===== src/rtl/io_bus_ctrl.sv =====
// Memory-mapped IO controller: registered output channels, synchronised and debounced
// input channels, per-channel write strobes and sticky change flags. Macro IO_DEBOUNCE_EN builds the debounce counters.
module io_bus_ctrl #(
  parameter int unsigned       DATA_W          = 24,
  parameter int unsigned       NUM_CH          = 4,
  parameter logic [21:0]       BASE_HI         = 22'h3FFFFF,
  parameter int unsigned       SYNC_STAGES     = 2,
  parameter int unsigned       DEBOUNCE_CYCLES = 16,
  parameter logic [DATA_W-1:0] OUT_RST         = '0
) (
  input  logic                     clock,
  input  logic                     reset,
  input  logic [31:0]              io_addr,
  input  logic                     io_ren,
  input  logic                     io_wen,
  input  logic [31:0]              io_wdata,
  output logic [31:0]              io_rdata,
  output logic                     io_hit,
  input  logic [NUM_CH*DATA_W-1:0] in_pins,
  output logic [NUM_CH*DATA_W-1:0] out_pins,
  output logic [NUM_CH-1:0]        wr_pulse,
  output logic [NUM_CH-1:0]        chg_flags
);

  localparam int unsigned     CH_W     = (NUM_CH > 1) ? $clog2(NUM_CH) : 1;
  localparam logic [CH_W:0]   NUM_CH_V = (CH_W + 1)'(NUM_CH);

  typedef enum logic [1:0] {
    RGN_IN,
    RGN_STAT,
    RGN_OUT
  } region_e;

  // Channel k occupies bits [k*DATA_W +: DATA_W], matching the pin buses.
  typedef logic [NUM_CH-1:0][DATA_W-1:0] chan_vec_t;

  region_e           region;
  logic [CH_W-1:0]   idx;
  logic              idx_ok;
  logic              wr_en;
  logic [NUM_CH-1:0] wr_onehot;
  logic [NUM_CH-1:0] rd_clr;
  logic [NUM_CH-1:0] chg_set;
  logic [NUM_CH-1:0] wr_pulse_q;
  logic [NUM_CH-1:0] chg_q;
  logic [31:0]       status_word;
  logic              unused_bits;

  chan_vec_t out_q;
  chan_vec_t sync_q [SYNC_STAGES];
  chan_vec_t syncd;
  chan_vec_t stable_q;

  // ---------------------------------------------------------------------------
  // Address decode
  // ---------------------------------------------------------------------------
  assign io_hit = (io_addr[31:10] == BASE_HI);
  assign idx    = io_addr[2 +: CH_W];
  assign idx_ok = ({1'b0, idx} < NUM_CH_V);

  always_comb begin
    case (io_addr[9:8])
      2'b00:   region = RGN_IN;
      2'b01:   region = RGN_STAT;
      default: region = RGN_OUT;
    endcase
  end

  assign wr_en = io_wen && io_hit && (region == RGN_OUT) && idx_ok;

  // idx == k already implies idx < NUM_CH, so no range check is needed here.
  always_comb begin
    wr_onehot = '0;
    rd_clr    = '0;
    for (int k = 0; k < NUM_CH; k++) begin
      wr_onehot[k] = wr_en && (idx == CH_W'(k));
      rd_clr[k]    = io_ren && io_hit && (region == RGN_IN) && (idx == CH_W'(k));
    end
  end

  // ---------------------------------------------------------------------------
  // Output channels and write strobes
  // ---------------------------------------------------------------------------
  always_ff @(posedge clock or posedge reset) begin
    if (reset) begin
      out_q      <= {NUM_CH{OUT_RST}};
      wr_pulse_q <= '0;
    end else begin
      // NOTE: non-blocking so a same-cycle read of this channel sees the old value,
      // exactly as the flops do; blocking here would make simulation disagree with silicon.
      if (wr_en) out_q[idx] <= io_wdata[DATA_W-1:0];
      wr_pulse_q <= wr_onehot;
    end
  end

  // ---------------------------------------------------------------------------
  // Input synchroniser
  // ---------------------------------------------------------------------------
  always_ff @(posedge clock or posedge reset) begin
    if (reset) begin
      // NOTE: this array is a bank of flops, not a RAM, so every entry is reset;
      // a true memory array would be left without reset.
      for (int s = 0; s < SYNC_STAGES; s++) sync_q[s] <= '0;
    end else begin
      sync_q[0] <= in_pins;
      for (int s = 1; s < SYNC_STAGES; s++) sync_q[s] <= sync_q[s-1];
    end
  end

  assign syncd = sync_q[SYNC_STAGES-1];

  // ---------------------------------------------------------------------------
  // Debounce / acceptance of new input values
  // ---------------------------------------------------------------------------
`ifdef IO_DEBOUNCE_EN
  localparam int unsigned    CNT_W    = $clog2(DEBOUNCE_CYCLES) + 1;
  localparam logic [CNT_W-1:0] CNT_LAST = CNT_W'(DEBOUNCE_CYCLES - 1);

  logic [CNT_W-1:0] cnt_q [NUM_CH];

  always_comb begin
    chg_set = '0;
    for (int k = 0; k < NUM_CH; k++) begin
      chg_set[k] = (syncd[k] != stable_q[k]) && (cnt_q[k] == CNT_LAST);
    end
  end

  // Any return to the stable value before the threshold restarts the count.
  always_ff @(posedge clock or posedge reset) begin
    if (reset) begin
      stable_q <= '0;
      for (int k = 0; k < NUM_CH; k++) cnt_q[k] <= '0;
    end else begin
      for (int k = 0; k < NUM_CH; k++) begin
        if (syncd[k] == stable_q[k]) begin
          cnt_q[k] <= '0;
        end else if (chg_set[k]) begin
          stable_q[k] <= syncd[k];
          cnt_q[k]    <= '0;
        end else begin
          cnt_q[k] <= cnt_q[k] + 1'b1;
        end
      end
    end
  end
`else
  logic unused_deb;
  assign unused_deb = ^(32'(DEBOUNCE_CYCLES));

  always_comb begin
    chg_set = '0;
    for (int k = 0; k < NUM_CH; k++) chg_set[k] = (syncd[k] != stable_q[k]);
  end

  always_ff @(posedge clock or posedge reset) begin
    if (reset) stable_q <= '0;
    else       stable_q <= syncd;
  end
`endif

  // Set has priority over a read-clear landing on the same edge.
  always_ff @(posedge clock or posedge reset) begin
    if (reset) chg_q <= '0;
    else       chg_q <= (chg_q & ~rd_clr) | chg_set;
  end

  // ---------------------------------------------------------------------------
  // Read mux: registers only, never a pin-to-bus path
  // ---------------------------------------------------------------------------
  if (NUM_CH <= 32) begin : g_stat_narrow
    assign status_word = 32'(chg_q);
  end else begin : g_stat_wide
    assign status_word = chg_q[31:0];
  end

  always_comb begin
    io_rdata = '0;
    if (io_hit) begin
      case (region)
        RGN_IN:   if (idx_ok) io_rdata = 32'(stable_q[idx]);
        RGN_STAT: io_rdata = status_word;
        RGN_OUT:  if (idx_ok) io_rdata = 32'(out_q[idx]);
        default:  io_rdata = '0;
      endcase
    end
  end

  assign out_pins    = out_q;
  assign wr_pulse    = wr_pulse_q;
  assign chg_flags   = chg_q;
  assign unused_bits = ^{io_addr, io_wdata};

endmodule


===== config.mk =====
export PLATFORM = sky130hd
export DESIGN_NAME = io_bus_ctrl
export DESIGN_NICKNAME = d
export VERILOG_FILES = /design/src/rtl/io_bus_ctrl.sv
export SDC_FILE = /design/constraint.sdc
export NUM_CORES = 1
export LEC_CHECK = 0
export CORE_ASPECT_RATIO = 0.5
export CORE_UTILIZATION = 46
export DETAILED_ROUTE_END_ITERATION = 16
export PLACE_DENSITY = 0.86
export SETUP_SLACK_MARGIN = 0.3
export SLEW_MARGIN = 15
export SYNTH_ARGS = -nofsm -noshare
export SYNTH_HDL_FRONTEND = slang
export SYNTH_SLANG_ARGS = --single-unit

===== constraint.sdc =====
create_clock -name clock -period 11.63 [get_ports clock]
set_clock_uncertainty 0.2 [all_clocks]
set_input_delay 1.163 -clock clock [delete_from_list [all_inputs] [get_ports clock]]
set_output_delay 1.163 -clock clock [all_outputs]
set_load 0.005 [all_outputs]

[Word-level counts from Yosys, hierarchy flattened]
Cells that the tools add are included.
Word-level totals
  flip-flop bits (word level): 392
  latch bits: 0
  bits in writable memories: 0
  bits in read-only memories: 0
  input bits: 164
  output and inout bits: 137
  logic and storage cells: 60
  memories kept: 0
Operators by class
  $add $sub $neg: 0
  multipliers: 0
  divide/modulo/power cells: 0
  order comparisons: 2
  eq/ne operators: 11
  shifts and indexed selects: 0
  muxes and demuxes: 10
  bitwise gates (word level): 3
  reductions and logical operators: 16
Operator list (number)
  $bmux W24 S2: 2
  $bwmux W96: 1
  $mux W24: 4
  $ne A24 B24 Y1: 4
  $pmux W24 S3: 1
  $demux W24 S2: 1
  $eq A22 B22 Y1 const B: 1
  $logic_and A1 B1 Y1: 13
  $eq A2 B1 Y1 const B: 3
  $eq A2 B2 Y1 const B: 3
  $logic_not A2 Y1: 3
  $and A4 B4 Y4: 1
  $not A4 Y4: 1
  $or A4 B4 Y4: 1
  $pmux W2 S2: 1
  $lt A2 B3 Y1 const B: 1
  $ge A2 B1 Y1 const B: 1

[Longest topological paths before layout]
Gate-level depths: netlist of the first run.
  word-level depth: 8
  mapped depth: 6
  mapped depth without buffers: 4

[Least setup slack after synthesis of the first run]
No wires, ideal clock.
  kind: input to output
  start: input port io_addr[2]
  end: output port io_rdata[10]
  arrival time: 2.408 ns
  data required time: 10.267 ns
  slack: 7.859 ns
  stages: 6
  path buffers: 3
  cell sequence: buf_6 -> buf_6 -> buf_4 -> mux4_2 -> a22oi_1 -> nor2_1
Between the ends
  longest elaborated chain between the ends: 4
  elaborated cells on any way between the ends: 6
  classes of those cells: mux (6)
Ends and longest elaborated chain
  start: declaration: RTL line 13  | input logic [31:0] io_addr,
  $bmux W24 S2 (on tied branches): RTL line 182, 180
  $mux W24 (on tied branches): RTL line 182, 180
  $pmux W24 S3 *: RTL line 179  | case (region)
  $mux W24 *: RTL line 178  | if (io_hit) begin
  end: declaration: RTL line 17  | output logic [31:0] io_rdata,
Every way passes the cells marked *; elsewhere a longest branch is shown, timed or not. The select of a mux whose other input is x is not followed.

[Worst setup path after layout of the first run]
  start: input port io_addr[20]
  end: output port io_rdata[9]
Between the ends
  longest elaborated chain between the ends: 2
Ends and longest elaborated chain
  $eq A22 B22 Y1: RTL line 57  | assign io_hit = (io_addr[31:10] == BASE_HI);
  $mux W24: RTL line 178
No other way between the ends.

==> results of run 1 <==
==> power by group through the flow <==
| stage | Clock (mW) | Sequential, mW | Combinational [mW] |
|---|---|---|---|
| floorplan | 0 | 1.46 | 0.0863 |
| global placement | 0 | 1.47 | 0.166 |
| detailed placement | 0 | 1.47 | 0.170 |
| CTS | 1.25 | 1.45 | 0.172 |
| global route | 1.31 | 1.45 | 0.184 |
| finish | 1.23 | 1.45 | 0.171 |
==> Yosys cell counts, drive strengths merged <==
library cell	number	share of area, %
nor4b	1	0.062
or4	2	0.13
nand4	30	1.6
mux2	96	8.7
xnor2	64	4.0
clkbuf	11	0.29
dfrtp	392	69
nor3	2	0.15
a221oi	4	0.25
a22oi	20	1.1
nand2	3	0.080
a21oi	4	0.14
and4	3	0.19
nor2b	1	0.044
nand2b	4	0.18
inv	7	0.19
nand3	4	0.32
nor4	16	0.92
nor2	25	0.66
conb	1	0.027
xor2	32	2.0
o21ai	4	0.14
nor4bb	1	0.071
mux4	48	7.7
buf	27	1.6
==> logic make-up (layout without fill, tap and decap cells) <==
group / count (synthesis) / count (layout) / share of synthesized area [%]
compound gates: 32 / 32 / 1.595
xor+xnor: 96 / 96 / 5.956
buf+inv: 45 / 354 / 2.118
flops: 392 / 392 / 69.49
mux: 144 / 144 / 16.38
other cells: 1 / 8 / 0.02656
simple gates: 92 / 92 / 4.440
==> layer usage <==
layer | global-route usage [%] | part of all wire, %
met1 | 30.95 | 39
met2 | 41.98 | 51
met3 | 4.485 | 5.6
met4 | 10.53 | 4.2
met5 | 0 | 0
==> worst paths after layout <==
path / startpoint / end / slack (ns) / cells after the start
hold reg to reg: sync_q[138]$_DFF_PP0_ / sync_q[42]$_DFF_PP0_ / 0.14 / 0
setup / recovery: io_addr[20] / io_rdata[9] / 5.99 / 6
setup reg to reg: sync_q[63]$_DFF_PP0_ / chg_flags[2]$_DFF_PP0_ / 9.64 / 4
min in group asynchronous: reset / sync_q[159]$_DFF_PP0_ / 0.88 / 2
max in group asynchronous: reset / out_pins[8]$_DFFE_PP0P_ / 8.02 / 4
hold / removal: sync_q[138]$_DFF_PP0_ / sync_q[42]$_DFF_PP0_ / 0.14 / 0
==> state kept, by name (all words and copies together) (netlist names) <==
name	count
stable_q	96
sync_q	192
chg_flags	4
out_pins	96
wr_pulse	4
==> stage by stage <==
step,worst slack [ns],instance area (um^2),utilization [%]
floorplan,4.993,14150,-
global placement,6.149,17200,58.19
detailed placement,6.123,17200,58.19
CTS,6.100,18430,62.35
global route,5.774,18430,62.35
finish,5.991,18430,62.35
==> worst max-delay path, delay by kind of cell <==
kind                   cells  cell delay (ns)
buffers and inverters      2             1.04
and+or+nand+nor            4             2.06
==> cell type report <==
type | instances | area (um^2) | area share [%]
clock buffers | 52 | 1040 | 5.641
clock inverters | 10 | 188.9 | 1.025
inverters | 7 | 30.03 | 0.1629
multi-input cells | 372 | 4035 | 21.89
flip-flops and latches | 392 | 9809 | 53.22
well taps | 391 | 489.2 | 2.654
repair buffers | 285 | 2840 | 15.41
==> flow_summary_export.csv, run 1 <==
group,metric,value,unit
worst_setup_path,crit_arrival,4.28,ns
clocking,cts-root-buf,"clkbuf_16",
synthesis,syn_area,14120,um^2
routing,vias_per_cell,5.510,
global_routing,grt_pass1_wl,57.11,mm
place,dp_hpwl,26.09,mm
synthesis,ys_types,35,
timing,fmax,0.1773,GHz
final_layout,stdcell_count,1509,
floorplan,die_h,125.9,um
final_layout,mostFrequentLayoutCells,"392 x dfrtp_1, 276 x clkdlybuf4s50_1, 64 x xnor2_1",
clocking,postCtsHoldBufs,0,
final_layout,nNetsFinal,1257,
global_routing,overflow,0,
clocking,htreeDepth,2,
floorplan,die_area,31440,um^2
place,numPortBuffers,278,
synthesis,synth_area_per_cell,17.60,um^2
worst_setup_path,required,10.27,ns
timing,setup_tns,0,ns
synthesis,ys_seq_area_share,69.49,%
clocking,cts_buffers,35,
worst_setup_path,critPathMaxFanout,25,
floorplan,ios,301,
pwr,p_per_area,154.6,nW/um^2
floorplan,rows,44,
worst_setup_path,cp_cell_sequence,"clkdlybuf4s50_1, nand4_1, nor3_1, nand3_1, nor2_1, clkdlybuf4s50_1",
global_routing,grt_pass1_vias,9133,
final_layout,antennaDiodeCount,0,
floorplan,core-area,29560,um^2
place,place_inst,1447,
pwr,swShare,22.21,%
synthesis,yosysWarnings,0,
routing,drtIter0Drc,667,
pwr,p_int,2.217,mW
timing,min_period,5.639,ns
final_layout,syn_to_final_growth,30.57,%
timing,fin_hold_ws,0.1403,ns
worst_setup_path,slowest_delay,0.80,ns
global_routing,antenna_found_initial,0,
timing,relSlewSlack,27.29,%
worst_hold_path,hold_path.class,"reg2reg",
global_routing,grt_max_degree,210,
timing,worst_pin_slew,1.088,ns
global_routing,track_usage,24.51,%
worst_setup_path,critPathLaunchType,"input port",
floorplan,initial_utilization,47.75,%
place,place_congestion,0.9097,
pwr,power_frac_seq,50.8,%
clocking,clk_path_buf_depth,3,
worst_setup_path,crit_top_cell,"clkdlybuf4s50_1",
clocking,cts_tree,"built",
floorplan,die_w,249.8,um
routing,postRouteAntennaNets,0,
clocking,post_cts_resize_count,0,
routing,routed_wl,37.51,mm
final_layout,final_common_cell,"dfrtp_1",
worst_setup_path,crit_path_end_kind,"output port",
timing,setup_viol,0,
pwr,pwr-share-comb,6.0,%
pwr,ir_drop,0.1050,mV
clocking,cts.clk_slew.worst_paths,0.07,ns
worst_setup_path,critical_path_class,"in2out",
synthesis,ys_seq_elements,392,
run_status,status,"completed",
synthesis,synthCells,802,
routing,drc_errors,0,
pwr,pwr-share-clk,43.2,%
job,drv_cap,0,
routing,dr.pass1.iters,5,
final_layout,num-fill-cells,1958,
worst_setup_path,critical_path.slowest_cell,"nand3_1",
clocking,post_cts_buffers,0,
clocking,insertion_delay,0.54,ns
timing,rsz0062_at_grt,"no",
pwr,total_power,2.851,mW
timing,fin_crit_sh,48.48,%
pwr,p_switching,0.6332,mW
timing,slew_violations,0,
pwr,p_leak,7.956,nW
clocking,clock-sinks,392,
routing,detail_route.wl_per_cell,24.86,um
final_layout,drive_above_1_share,19.68,%
timing,hold_violations,0,
routing,num_vias,8315,
No activity file was read; power rests on OpenSTA's default activity.
==> run 2: changes to the inputs <==
Clock period 11.63 ns to 4.86 ns, I/O delays scaled along.
==> flow_summary_export.csv, run 2 (synthesis results as in run 1) <==
group,metric,value,unit
timing,hold_violations,0,
final_layout,drive_above_1_share,19.98,%
timing,fin_ws,1.158,ns
clocking,cts_buffers,35,
worst_setup_path,critical_path.slowest_cell,"buf_4",
global_routing,antenna_found_initial,1,
job,drv_cap,0,
final_layout,stdcell_count,1513,
place,pre_cts_ws,1.161,ns
pwr,p_leak,7.977,nW
global_routing,grt_pass1_wl,58.61,mm
worst_setup_path,critical_path_class,"in2out",
worst_setup_path,cp_cell_sequence,"buf_4, buf_4, mux4_2, a22oi_1, nor2_1, clkdlybuf4s50_1",
worst_setup_path,worstSetupStartpoint,"io_addr[2]",
final_layout,largest_register_ff_count,192,
floorplan,ios,301,
worst_setup_path,timing.reg2reg.setup_slack,2.90,ns
timing,min_period,3.702,ns
final_layout,mostFrequentLayoutCells,"392 x dfrtp_1, 276 x clkdlybuf4s50_1, 64 x xnor2_1",
worst_setup_path,slowest_delay,0.67,ns
global_routing,overflow,0,
pwr,p_switching,1.545,mW
timing,fin_crit_sh,76.16,%
routing,routed-wl-met2,19.16,mm
final_layout,regMostFlops,"sync_q",
routing,num_vias,8421,
pwr,pwr-share-clk,42.8,%
clocking,cts_tree,"built",
routing,routed_wl,38.49,mm
worst_setup_path,r2r_end,"chg_flags[2]$_DFF_PP0_",
pwr,pwr-share-comb,6.1,%
floorplan,initial_utilization,47.75,%
global_routing,track_usage,25.20,%
pwr,p_int,5.244,mW
routing,highest_layer,"met4",
worst_setup_path,crit_arrival,3.02,ns
pwr,ir_drop,0.2203,mV
clocking,cts-root-buf,"clkbuf_16",
clocking,cts.clk_slew.worst_paths,0.06,ns
place,numPortBuffers,278,
place,place_inst,1449,
final_layout,nNetsFinal,1259,
timing,slew_violations,0,
final_layout,final_util,62.40,%
place,place_congestion,0.9228,
timing,setup_viol,0,
final_layout,final_common_cell,"dfrtp_1",
floorplan,die_w,249.8,um
pwr,p_per_area,368.0,nW/um^2
final_layout,multiInputGateArea,4035,um^2
clocking,clk_path_buf_depth,3,
pwr,power_frac_seq,51.1,%
worst_setup_path,crit_top_cell,"buf_4",
routing,drtIter0Drc,904,
routing,wl_met1,14.81,mm
routing,dr.pass1.iters,6,
run_status,status,"completed",
worst_setup_path,endpoint,"io_rdata[19]",
clocking,clock-sinks,392,
worst_setup_path,path_depth,6,
final_layout,syn_to_final_growth,30.68,%
timing,rsz0062_at_grt,"no",
worst_setup_path,crit_path_end_kind,"output port",
clocking,post_cts_resize_count,0,
final_layout,num-fill-cells,1940,
worst_setup_path,critPathMaxFanout,40,
place,dpl_cell_area,17240,um^2
place,dp_hpwl,25.68,mm
worst_setup_path,required,4.17,ns
routing,postRouteAntennaNets,0,
floorplan,rows,44,
clocking,insertion_delay,0.54,ns
final_layout,fin_area,18450,um^2
global_routing,grt_pass1_vias,9234,
routing,met3WireLength,2.531,mm
routing,drc_errors,0,
global_routing,grt_max_degree,143,
worst_setup_path,worstPathBufferInverterCount,3,
routing,detail_route.wl_per_cell,25.44,um
routing,vias_per_cell,5.566,
worst_hold_path,hold_path.class,"reg2reg",
floorplan,die_h,125.9,um
pwr,swShare,22.76,%
final_layout,regArea,9809,um^2
clocking,htreeDepth,2,
worst_setup_path,critPathLaunchType,"input port",
clocking,post_cts_buffers,0,
timing,relSlewSlack,40.14,%
worst_setup_path,r2r_cells,4,
worst_setup_path,r2r_start,"stable_q[63]$_DFF_PP0_",
timing,fmax,0.2702,GHz
worst_setup_path,path_delay_family,"buffers and inverters",
floorplan,core-area,29560,um^2
timing,worst_pin_slew,0.8978,ns
clocking,postCtsHoldBufs,0,
floorplan,die_area,31440,um^2
-- run 2: cell count changes in the layout (fill, tap and decap cells not counted) --
cell	before	now
clkinv_2	1	6
buf_12	1	3
clkinvlp_4	3	1
bufinv_16	4	3
clkbuf_1	7	6
clkbuf_8	10	9
diode_2	0	1
inv_8	0	1
-- run 2: power by group through the flow --
stage / registers (mW) / clock network, mW / logic, mW
floorplan: 3.50 / 0 / 0.207
global placement: 3.51 / 0 / 0.395
detailed placement: 3.53 / 0 / 0.405
CTS: 3.47 / 2.96 / 0.415
global route: 3.48 / 3.10 / 0.444
finish: 3.47 / 2.90 / 0.412
-- run 2: worst min-delay path by stage --
| stage | cells after the start | start | to | slack, ns |
|---|---|---|---|---|
| 2_1_floorplan | 0 | sync_q[96]$_DFF_PP0_ | sync_q[0]$_DFF_PP0_ | 0.13 |
| 3_3_place_gp | 0 | sync_q[101]$_DFF_PP0_ | sync_q[5]$_DFF_PP0_ | 0.13 |
| 3_5_place_dp | 0 | sync_q[138]$_DFF_PP0_ | sync_q[42]$_DFF_PP0_ | 0.13 |
| 4_1_cts | 0 | sync_q[156]$_DFF_PP0_ | sync_q[60]$_DFF_PP0_ | 0.14 |
| 5_1_grt | 0 | sync_q[159]$_DFF_PP0_ | sync_q[63]$_DFF_PP0_ | 0.15 |
| 6_report | 0 | sync_q[156]$_DFF_PP0_ | sync_q[60]$_DFF_PP0_ | 0.14 |
-- run 2: routing by layer --
layer | vias to the layer above | GRT usage (%)
li1 | 3420 | -
met1 | 4448 | 31.41
met2 | 425 | 41.82
met3 | 128 | 5.870
met4 | 0 | 12.64
met5 | - | 0
-- run 2: through the flow --
stage	hold slack (ns)	total power [mW]	setup TNS (ns)
floorplan	0.1312	3.705	-431.15
global placement	0.1343	3.909	0
detailed placement	0.1347	3.930	0
CTS	0.1437	6.846	0
global route	0.1490	7.023	0
finish	0.1443	6.789	0
-- run 2: worst register-to-register path: stages, from the launching register on --
cell,delay [ns]
dfrtp_1,0.43
xnor2_1,0.25
nand4_1,0.14
nor4_1,0.60
nand4_1,0.18
-- run 2: area by class of cell --
| cell class | instances | area share (%) |
|---|---|---|
| Clock buffer | 50 | 5.541 |
| Timing Repair Buffer | 287 | 15.61 |
| Sequential cell | 392 | 53.17 |
| Clock inverter | 13 | 0.9766 |
| Inverter | 7 | 0.1628 |
| Tap cell | 391 | 2.652 |
| Multi-Input combinational cell | 372 | 21.87 |
| Antenna cell | 1 | 0.01356 |
==> RTL change, RTL diff (flow settings as in run 2) <==
Add an input register stage for `io_addr`, `io_ren`, `io_wen`, `io_wdata` and `in_pins`, cleared by the reset; this delays them by one clock.
--- a/src/rtl/io_bus_ctrl.sv
+++ b/src/rtl/io_bus_ctrl.sv
@@ -34,6 +34,28 @@
   // Channel k occupies bits [k*DATA_W +: DATA_W], matching the pin buses.
   typedef logic [NUM_CH-1:0][DATA_W-1:0] chan_vec_t;
 
+  logic [31:0] io_addr_q;
+  logic io_ren_q;
+  logic io_wen_q;
+  logic [31:0] io_wdata_q;
+  logic [NUM_CH*DATA_W-1:0] in_pins_q;
+
+  always_ff @(posedge clock or posedge reset) begin
+    if (reset) begin
+      io_addr_q  <= '0;
+      io_ren_q   <= '0;
+      io_wen_q   <= '0;
+      io_wdata_q <= '0;
+      in_pins_q  <= '0;
+    end else begin
+      io_addr_q  <= io_addr;
+      io_ren_q   <= io_ren;
+      io_wen_q   <= io_wen;
+      io_wdata_q <= io_wdata;
+      in_pins_q  <= in_pins;
+    end
+  end
+
   region_e           region;
   logic [CH_W-1:0]   idx;
   logic              idx_ok;
@@ -54,19 +76,19 @@
   // ---------------------------------------------------------------------------
   // Address decode
   // ---------------------------------------------------------------------------
-  assign io_hit = (io_addr[31:10] == BASE_HI);
-  assign idx    = io_addr[2 +: CH_W];
+  assign io_hit = (io_addr_q[31:10] == BASE_HI);
+  assign idx    = io_addr_q[2 +: CH_W];
   assign idx_ok = ({1'b0, idx} < NUM_CH_V);
 
   always_comb begin
-    case (io_addr[9:8])
+    case (io_addr_q[9:8])
       2'b00:   region = RGN_IN;
       2'b01:   region = RGN_STAT;
       default: region = RGN_OUT;
     endcase
   end
 
-  assign wr_en = io_wen && io_hit && (region == RGN_OUT) && idx_ok;
+  assign wr_en = io_wen_q && io_hit && (region == RGN_OUT) && idx_ok;
 
   // idx == k already implies idx < NUM_CH, so no range check is needed here.
   always_comb begin
@@ -74,7 +96,7 @@
     rd_clr    = '0;
     for (int k = 0; k < NUM_CH; k++) begin
       wr_onehot[k] = wr_en && (idx == CH_W'(k));
-      rd_clr[k]    = io_ren && io_hit && (region == RGN_IN) && (idx == CH_W'(k));
+      rd_clr[k]    = io_ren_q && io_hit && (region == RGN_IN) && (idx == CH_W'(k));
     end
   end
 
@@ -88,7 +110,7 @@
     end else begin
       // NOTE: non-blocking so a same-cycle read of this channel sees the old value,
       // exactly as the flops do; blocking here would make simulation disagree with silicon.
-      if (wr_en) out_q[idx] <= io_wdata[DATA_W-1:0];
+      if (wr_en) out_q[idx] <= io_wdata_q[DATA_W-1:0];
       wr_pulse_q <= wr_onehot;
     end
   end
@@ -102,7 +124,7 @@
       // a true memory array would be left without reset.
       for (int s = 0; s < SYNC_STAGES; s++) sync_q[s] <= '0;
     end else begin
-      sync_q[0] <= in_pins;
+      sync_q[0] <= in_pins_q;
       for (int s = 1; s < SYNC_STAGES; s++) sync_q[s] <= sync_q[s-1];
     end
   end
@@ -188,7 +210,7 @@
   assign out_pins    = out_q;
   assign wr_pulse    = wr_pulse_q;
   assign chg_flags   = chg_q;
-  assign unused_bits = ^{io_addr, io_wdata};
+  assign unused_bits = ^{io_addr_q, io_wdata_q};
 
 endmodule
 
Function: changed (a bounded check fails within 4 cycles, from zero or initial values and one cycle with reset high).
==> RTL change against run 2 <==
Utilization fell by 2.6 points; wire length rose by 20%; highest routed layer unchanged; sequential cell count rose by 148; final area rose by 22%; setup slack got worse by 370 ps; clock power rose by 22%; critical path type is now reg2out; fmax fell by 9.1%; register-to-register slack got worse by 1200 ps; total power rose by 29%; worst hold slack got worse by 4.9 ps; sequential share of layout area rose by 6.7 points; global-route usage fell by 1.2 points; area after synthesis rose by 26%.
==> RTL change: results (changes against run 2) <==
status:
  outcome: "finished, final reports clean"  # unchanged
worst_setup_path:
  cp_top_family: "flip-flops"  # was buffers and inverters
  critical_path.slowest_cell: "dfrtp_4"  # was buf_4
  crit_fanout: 39  # was 40
  max_stage_delay_ps: 1010  # was 670 ps
  crit_type: "reg2out"  # was in2out
  crit_arrival_ps: 3390  # was 3020 ps
placement:
  dp_hpwl_mm: 30.60  # was 25.68 mm
  gp_congestion: 0.9589  # was 0.9228
  dpl_cell_area_sq_um: 21160  # was 17240 sq um
  post-place-cells: 1731  # was 1449
clock_network:
  cts_root_buf: "clkbuf_16"  # unchanged
  clock_latency_ps: 570  # was 540 ps
  numCtsBuffers: 45  # was 35
final_layout:
  drive_gt1_share_pct: 18.43  # was 19.98%
  largest_reg_flops: 192  # unchanged
  final_cells: 1806  # was 1513
  nNetsFinal: 1422  # was 1259
  diodes: 0  # was 1
  fill_cells: 2591  # was 1940
global_route:
  grt_util_met3_pct: 4.640  # was 5.870%
  grt_max_degree: 132  # was 143
  gr-usage-met2_pct: 42.04  # was 41.82%
  antenna_found_initial: 0  # was 1
  grt_usage_pct: 23.97  # was 25.20%
  grt_pass1_vias: 10768  # was 9234
  grt_pass1_wl_mm: 69.52  # was 58.61 mm
  use_met1_pct: 28.87  # was 31.41%
drt:
  viasPerCell: 5.370  # was 5.566
  wire_per_inst_um: 25.53  # was 25.44 um
  routed-wl-met3_mm: 2.640  # was 2.531 mm
  route.met2.wl_mm: 24.19  # was 19.16 mm
  first_pass_iters: 5  # was 6
  top_layer: "met4"  # unchanged
  drtIter0Drc: 598  # was 904
  met1_length_mm: 16.96  # was 14.81 mm
yosys:
  ys_seq_area_share_pct: 75.83  # was 69.49%
  synth_area_leaders: "dfrtp_1, mux4_2, mux2_2"  # unchanged
  yosys_warnings: 0  # unchanged
  synthTopCellsByCount: "dfrtp_1, xnor2_1, mux2_2"  # unchanged
  syn-instance-count: 950  # was 802
  synth.distinct_cells: 35  # unchanged
sta:
  worst_slew_margin_rel_pct: 37.75  # was 40.14%
  fin_crit_ps: 4071  # was 3702 ps
pwr:
  vdd_ir_drop_max_v: 0.0002698  # was 0.0002203 V
  leakage_uw: 0.009821  # was 0.007977 uW
-- RTL change: changes by cell type after synthesis --
cell | before | now
dfrtp_1 | 392 | 540
-- RTL change: cells by family after synthesis --
kind of cell,Yosys count,share of synthesized area (%)
AO/OA/AOI/OAI,32,1.264
XOR/XNOR,96,4.718
buffers and inverters,45,1.678
flip-flops,540,75.83
multiplexers,144,12.97
other,1,0.02104
AND/OR/NAND/NOR,92,3.518
-- RTL change: report_power, final --
group,internal [uW],leakage (uW),switching (uW)
clock,1900,0.000698,1640
sequential,4680,0.00651,148
combinational,211,0.00261,205
total,6790,0.00982,2000
-- RTL change: stage by stage --
stage | utilization [%] | setup slack (ps)
5_1_grt | 59.76 | 578.7
3_5_place_dp | 56.00 | 1352
6_report | 59.76 | 788.8
3_3_place_gp | 56.00 | 1396
4_1_cts | 59.76 | 713.4
2_1_floorplan | - | -3170
-- RTL change: area by class of cell --
| class | instances | area [sq um] | share of cell area, % |
|---|---|---|---|
| sequential | 540 | 13520 | 59.86 |
| multi-input combinational | 372 | 4035 | 17.87 |
| timing repair buffer | 292 | 2925 | 12.95 |
| clock buffer | 63 | 1274 | 5.640 |
| tap | 520 | 650.6 | 2.881 |
| clock inverter | 12 | 150.1 | 0.6649 |
| inverter | 7 | 30.03 | 0.1330 |
-- RTL change: worst paths after layout --
path	start	endpoint	slack, ps	cells after the start
max reg2reg	io_addr_q[2]	out_pins[86]	1690	4
max	io_addr_q[2]	io_rdata[7]	790	5
min	in_pins_q[16]	sync_q[112]	140	0
min reg2reg	in_pins_q[16]	sync_q[112]	140	0
min in group asynchronous	reset	in_pins_q[11]	200	2
max in group asynchronous	reset	out_pins[86]	3120	3
